`config.mk`:
```
export PLATFORM = sky130hd
export DESIGN_NAME = cache_miss_controller
export DESIGN_NICKNAME = d
export VERILOG_FILES = /design/src/rtl/cache_miss_controller.sv
export SDC_FILE = /design/constraint.sdc
export NUM_CORES = 1
export LEC_CHECK = 0
export ABC_AREA = 1
export CORE_AREA = 2 2 39 41
export DETAILED_ROUTE_END_ITERATION = 7
export DIE_AREA = 0 0 41 43
export GPL_TIMING_DRIVEN = 1
export PLACE_DENSITY = 0.73
export SYNTH_ARGS = -nofsm -noshare
export SYNTH_HDL_FRONTEND = slang
export SYNTH_SLANG_ARGS = --single-unit
```
`constraint.sdc`:
```
create_clock -name clk -period 1 [get_ports clk]
set_input_delay 0.15 -clock clk [delete_from_list [all_inputs] [get_ports clk]]
set_output_delay 0.15 -clock clk [all_outputs]
set_load 0.1 [all_outputs]
```
`src/rtl/cache_miss_controller.sv`:
```
// cache_miss_controller: L1 2-way cache hit/writeback/fill sequencing FSM.
// Define CACHE_PERF_CNT_EN to add hit_count/miss_count outputs.
module cache_miss_controller #(
   parameter int PMEM_TIMEOUT = 0
) (
   input  logic        clk,
   input  logic        rst_n,
   input  logic        mem_read,
   input  logic        mem_write,
   input  logic        hit,
   input  logic        replace,
   input  logic        dirty,
   input  logic        update_way,
   input  logic        pmem_resp,
   output logic        mem_resp,
   output logic        pmem_read,
   output logic        pmem_write,
   output logic        way_sel,
   output logic        load_data,
   output logic        load_tag,
   output logic        load_valid,
   output logic        set_dirty,
   output logic        clr_dirty,
   output logic        load_lru,
   output logic        data_src,
   output logic        addr_src,
   output logic        pmem_err
`ifdef CACHE_PERF_CNT_EN
   ,
   output logic [31:0] hit_count,
   output logic [31:0] miss_count
`endif
);
   localparam int CW = PMEM_TIMEOUT > 0 ? $clog2(PMEM_TIMEOUT + 1) : 1;
   typedef enum logic [1:0] {IDLE, CHECK, WRITEBACK, FILL} state_t;
   state_t state;
   logic [CW-1:0] cnt;
   logic req, wait_mem;
   assign req = mem_read | mem_write;
   assign wait_mem = (state == WRITEBACK) || (state == FILL);
   always_ff @(posedge clk or negedge rst_n) begin
      if (!rst_n) begin
         state    <= IDLE;
         way_sel  <= 1'b0;
         pmem_err <= 1'b0;
         cnt      <= '0;
      end else begin
         // counter saturates at the limit so the flag logic never sees a wrap
         if (wait_mem && !pmem_resp) begin
            if (cnt != CW'(PMEM_TIMEOUT)) cnt <= cnt + 1'b1;
            if (PMEM_TIMEOUT != 0 && cnt == CW'(PMEM_TIMEOUT - 1)) pmem_err <= 1'b1;
         end
         case (state)
            IDLE: if (req) state <= CHECK;
            CHECK: begin
               if (!req || hit) state <= IDLE;
               else begin
                  way_sel <= update_way;
                  cnt     <= '0;
                  state   <= (dirty && replace) ? WRITEBACK : FILL;
               end
            end
            WRITEBACK: if (pmem_resp) begin
               cnt   <= '0;
               state <= FILL;
            end
            FILL: if (pmem_resp) state <= CHECK;
            default: state <= IDLE;
         endcase
      end
   end
   always_comb begin
      mem_resp   = 1'b0;
      pmem_read  = 1'b0;
      pmem_write = 1'b0;
      load_data  = 1'b0;
      load_tag   = 1'b0;
      load_valid = 1'b0;
      set_dirty  = 1'b0;
      clr_dirty  = 1'b0;
      load_lru   = 1'b0;
      data_src   = 1'b0;
      addr_src   = 1'b0;
      case (state)
         CHECK: if (req && hit) begin
            mem_resp  = 1'b1;
            load_lru  = 1'b1;
            load_data = mem_write;
            set_dirty = mem_write;
         end
         WRITEBACK: begin
            pmem_write = 1'b1;
            addr_src   = 1'b1;
         end
         FILL: begin
            pmem_read = 1'b1;
            {load_data, load_tag, load_valid, clr_dirty, data_src} = {5{pmem_resp}};
         end
         default: ;
      endcase
   end
`ifdef CACHE_PERF_CNT_EN
   logic refill;
   always_ff @(posedge clk or negedge rst_n) begin
      if (!rst_n) begin
         refill     <= 1'b0;
         hit_count  <= '0;
         miss_count <= '0;
      end else begin
         refill <= (state == FILL) && pmem_resp;
         if (state == CHECK && hit && !refill) hit_count <= hit_count + 1'b1;
         if (state == CHECK && req && !hit) miss_count <= miss_count + 1'b1;
      end
   end
`endif
endmodule

```
# After elaboration in Yosys (flattened, before gate mapping)

Index checks and enable logic that the tools add are counted.

Flip-flop bits (word level): 3
Input bits: 9
Output and inout port bits: 13
Logic and storage cells: 31

Equality and inequality tests: 6
Multiplexer cells: 14
Bitwise gates (word level): 2
Reduce and logical (&&, ||, !) cells: 7

Operators by type and width:

| kind                                           | count |
|---|---|
| 2-to-1 mux 1 bit                               | 8 |
| 2-to-1 mux 2 bit                               | 4 |
| case mux 2 bit (4 select lines)                | 1 |
| inequality test 2 bit (second input constant)  | 3 |
| == test 2 bit (second input constant)          | 2 |
| AND reduction 3 bit                            | 1 |
| == test 2 x 1 -> 1 bit (second input constant) | 1 |
| logical AND 1 bit                              | 2 |
| zero test 2 bit                                | 1 |
| case mux 1 bit (2 select lines)                | 1 |
| AND reduction 2 bit                            | 1 |
| zero test 1 bit                                | 1 |
| logical OR 1 bit                               | 1 |
| NOT 1 bit                                      | 1 |
| bitwise OR 1 bit                               | 1 |

# Logic depth before layout (Yosys ltp)

Depth after elaboration: 5
Depth in mapped cells: 8
Mapped depth without buffers: 8

# Least setup slack after synthesis

No wires, ideal clock.

Path type: register to output
Start point: register state[1]
End point: output mem_resp
Arrival time: 2.503 ns
Data required time: 0.850 ns
Setup slack: -1.653 ns
Cell stages (with the launch flop): 6
Path buffers: 1
Cells stage by stage: dfrtp_1 -> inv_1 -> ha_1 -> nand2_1 -> nor2_1 -> buf_4

Cells in the longest elaborated chain, start to end: 2

Ends and longest elaborated chain:

| item                   | line | source |
|---|---|---|
| start, declared        | 36   | `state_t state;` |
| start signal, assigned | 60   | `state <= (dirty && replace) ? WRITEBACK : FILL;` |
| == test 2 x 1 -> 1 bit | --   |  |
| 2-to-1 mux 1 bit       | --   |  |
| end, declared          | 15   | `output logic mem_resp,` |

Every way passes these cells.

# Worst setup path after layout

Start point: register state[0]
End point: output data_src

Cells in the longest elaborated chain, start to end: 2

Ends and longest elaborated chain:

| item             | line | source |
|---|---|---|
| == test 2 bit    | 84   | `case (state)` |
| 2-to-1 mux 1 bit | 84   |  |
| end, declared    | 25   | `output logic data_src,` |

Every way passes these cells.

==> impl_metrics.yaml <==
synthesis:
  synth-seq-area-share: 0.222
  synthesis.yosys.warnings: 1
  netlist_instances: 52
  syn-cell-area_sq_um: 338
  synth_area_per_cell_sq_um: 6.50
  postSynthNetCount: 65
  postSynthRegisterBits: 3
  post_synth_num_cell_types: 13
clock_network:
  ctsHoldBuffers: 0
  cts_made_buffers: 3
  insertion_delay_ps: 230
  cts_max_level: 1
  cts.root.buffer_cell: "clkbuf_4"
  tritoncts: "built"
  clockBufferDepth: 2
  cts.sinks: 3
  clkTransAtPathRegs_ps: 40
final_layout:
  seq_area_sq_um: 78.8
  finalInstanceArea_sq_um: 845
  multi_input_area_sq_um: 283
  post_layout_nonfiller_instances: 96
  layout.cells.most_common: "buf_12"
  drive_above_1_share: 0.600
  areaGrowthSynthToFinish_pct: 150
  antenna_cells_inserted: 0
  num-nets-final: 94
  layout.cells.most_common_list: "buf_12, nand2_1, buf_4, clkdlybuf4s50_1"
  filler_cell_count: 114
setup_path:
  worstPathCellList: "ha_4 -> nand2_4 -> clkinvlp_4 -> buf_12"
  cp-start-kind: "flip-flop"
  required_ps: 850
  slowest_stage: "dfrtp_2"
  crit_path_max_incr_delay_ps: 450
  critical_path.max_fanout: 4
  worst_ep_arrival_time_ps: 1340
  setup.worst_path.class: "reg2out"
  worstSetupEndpointType: "output pin"
timing:
  timing_hold_violations_final: 0
  postLayoutSetupSlackWorst_ps: -491
  final.period_utilization: 1.49
  worst_clock_skew_ps: 1.59
  timing.final.setup_violations: 14
  slew_violations: 0
  fin_crit_ps: 1490
  rsz0062_at_grt: "yes"
  peak_clock_frequency_supported_by_timing_ghz: 0.671
drt:
  post_drt_wl_per_cell_um: 8.92
  route.detailed.drc: 0
  vias_per_cell: 4.06
  totalWireLength_um: 856
  dr.first_iter.drc_count: 0
  drt-pass1-iter-count: 1
  num_vias: 390
  drt.antenna.violating_nets: 0
power:
  power_frac_comb: 0.822
  power.internal_mw: 1.24
  clockPowerShare: 0.076
  total_switching_power_mw: 1.55
  p_leak_nw: 0.383
  power_density_nw_per_um2: 3300
  power_switching_share: 0.555
  post-layout-total-power_mw: 2.79
  irDropWorstVdd_mv: 1.91
  power.share.sequential: 0.102
global_routing:
  grt_pass1_vias: 417
  antenna_violations_before_repair: 0
  gr-usage-all-layers: 0.138
  pin_count_of_the_biggest_net_entering_global_routing: 5
  grt_pass1_wl_um: 1570
  grt_overflow: 0
floorplanning:
  initial_utilization: 0.244
  die_x_um: 41
  floorplan.core_area_sq_um: 1380
  floorplan.die.height_um: 43
  pin_count: 22
  fp-row-count: 14
  die_area_sq_um: 1760
placed_design:
  place_worst_setup_slack_ps: -329
  place_inst: 88
  gpl.final_weighted_congestion: 0.755
  detailed_place_hpwl_um: 653
  postPlaceCellArea_sq_um: 734
  port_buffers: 20
flow_run:
  cap_viol_max_count: 0
outcome:
  violations_in_the_final_reports: "setup timing"
  outcome: "finished, violations left"
min_path:
  hp-class: "in2async"
[cells in the mapped netlist (all sizes together)]
library cell,number,area (sq um)
inv,9,33.8
nor2,9,46.3
nand3,3,15.0
buf,6,45.0
nand2,15,58.8
o21ai,2,10.0
ha,4,50.1
conb,1,3.75
dfrtp,3,75.1
[per-layer routing]
layer  global-route usage  vias up  part of all wire
met5                    0        -                 0
met4                0.133        0             0.027
met3               0.0419        2             0.050
met2                0.222       15              0.60
met1                0.123      173              0.32
li1                     -      200                 -
[worst paths after layout]
path / slack, ps / cells after the start / to / start
max in group asynchronous: 750 / 1 / state[1]$_DFFE_PN0P_ / rst_n
max reg2reg: -330 / 10 / state[1]$_DFFE_PN0P_ / state[1]$_DFFE_PN0P_
min in group clk: 480 / 3 / way_sel$_DFFE_PN0P_ / update_way
max: -490 / 4 / data_src / state[0]$_DFFE_PN0P_
min reg2reg: 520 / 2 / way_sel$_DFFE_PN0P_ / way_sel$_DFFE_PN0P_
min: 100 / 1 / way_sel$_DFFE_PN0P_ / rst_n
[worst max-delay path, delay by kind of cell (launching register included)]
kind / cells / cell delay (ps)
fa+ha+maj: 1 / 190
simple gates: 1 / 60
buf+inv: 2 / 400
flops: 1 / 450
[power groups by stage]
| stage | Combinational (mW) | Sequential (mW) | Clock [mW] |
|---|---|---|---|
| floorplan | 1.32 | 0.381 | 0 |
| global placement | 2.01 | 0.259 | 0 |
| detailed placement | 2.03 | 0.264 | 0 |
| CTS | 2.20 | 0.277 | 0.224 |
| global route | 2.42 | 0.292 | 0.229 |
| finish | 2.29 | 0.284 | 0.212 |
[metrics by stage]
stage	hold WS, ps	util	TNS, ps
after floorplan	-146	-	-7260
after global placement	340	0.531	-3500
after detailed placement	340	0.531	-3820
after CTS	88.3	0.596	-6030
after global routing	98.4	0.610	-6740
final	95.5	0.610	-6070
[what timing repair did]
action | 4_1_cts | 5_1_grt
setup endpoints to repair | 14 | 14
pin swaps | 3 | 4
resized for setup | 6 | 5
setup buffers | 3 | 1
[final cells by class]
class	instances	share of cell area
Timing Repair Buffer	30	0.473
Multi-Input combinational cell	34	0.335
Sequential cell	3	0.0933
Inverter	9	0.0444
Clock buffer	4	0.0311
Tap cell	16	0.0237
[flip-flops by register name, summed over array words and instances (netlist names)]
register  flops
state         2
way_sel       1
[logic make-up (layout without fill, tap and decap cells)]
logic type                 Yosys count  after routing  synth area share
AOI/OAI and AO/OA                    2              2            0.0296
and+or+nand+nor                     27             27             0.356
other                                1              1            0.0111
adders and majority gates            4              4             0.148
DFF                                  3              3             0.222
buffers and inverters               15             43             0.233
No activity file was read; power rests on OpenSTA's default activity.
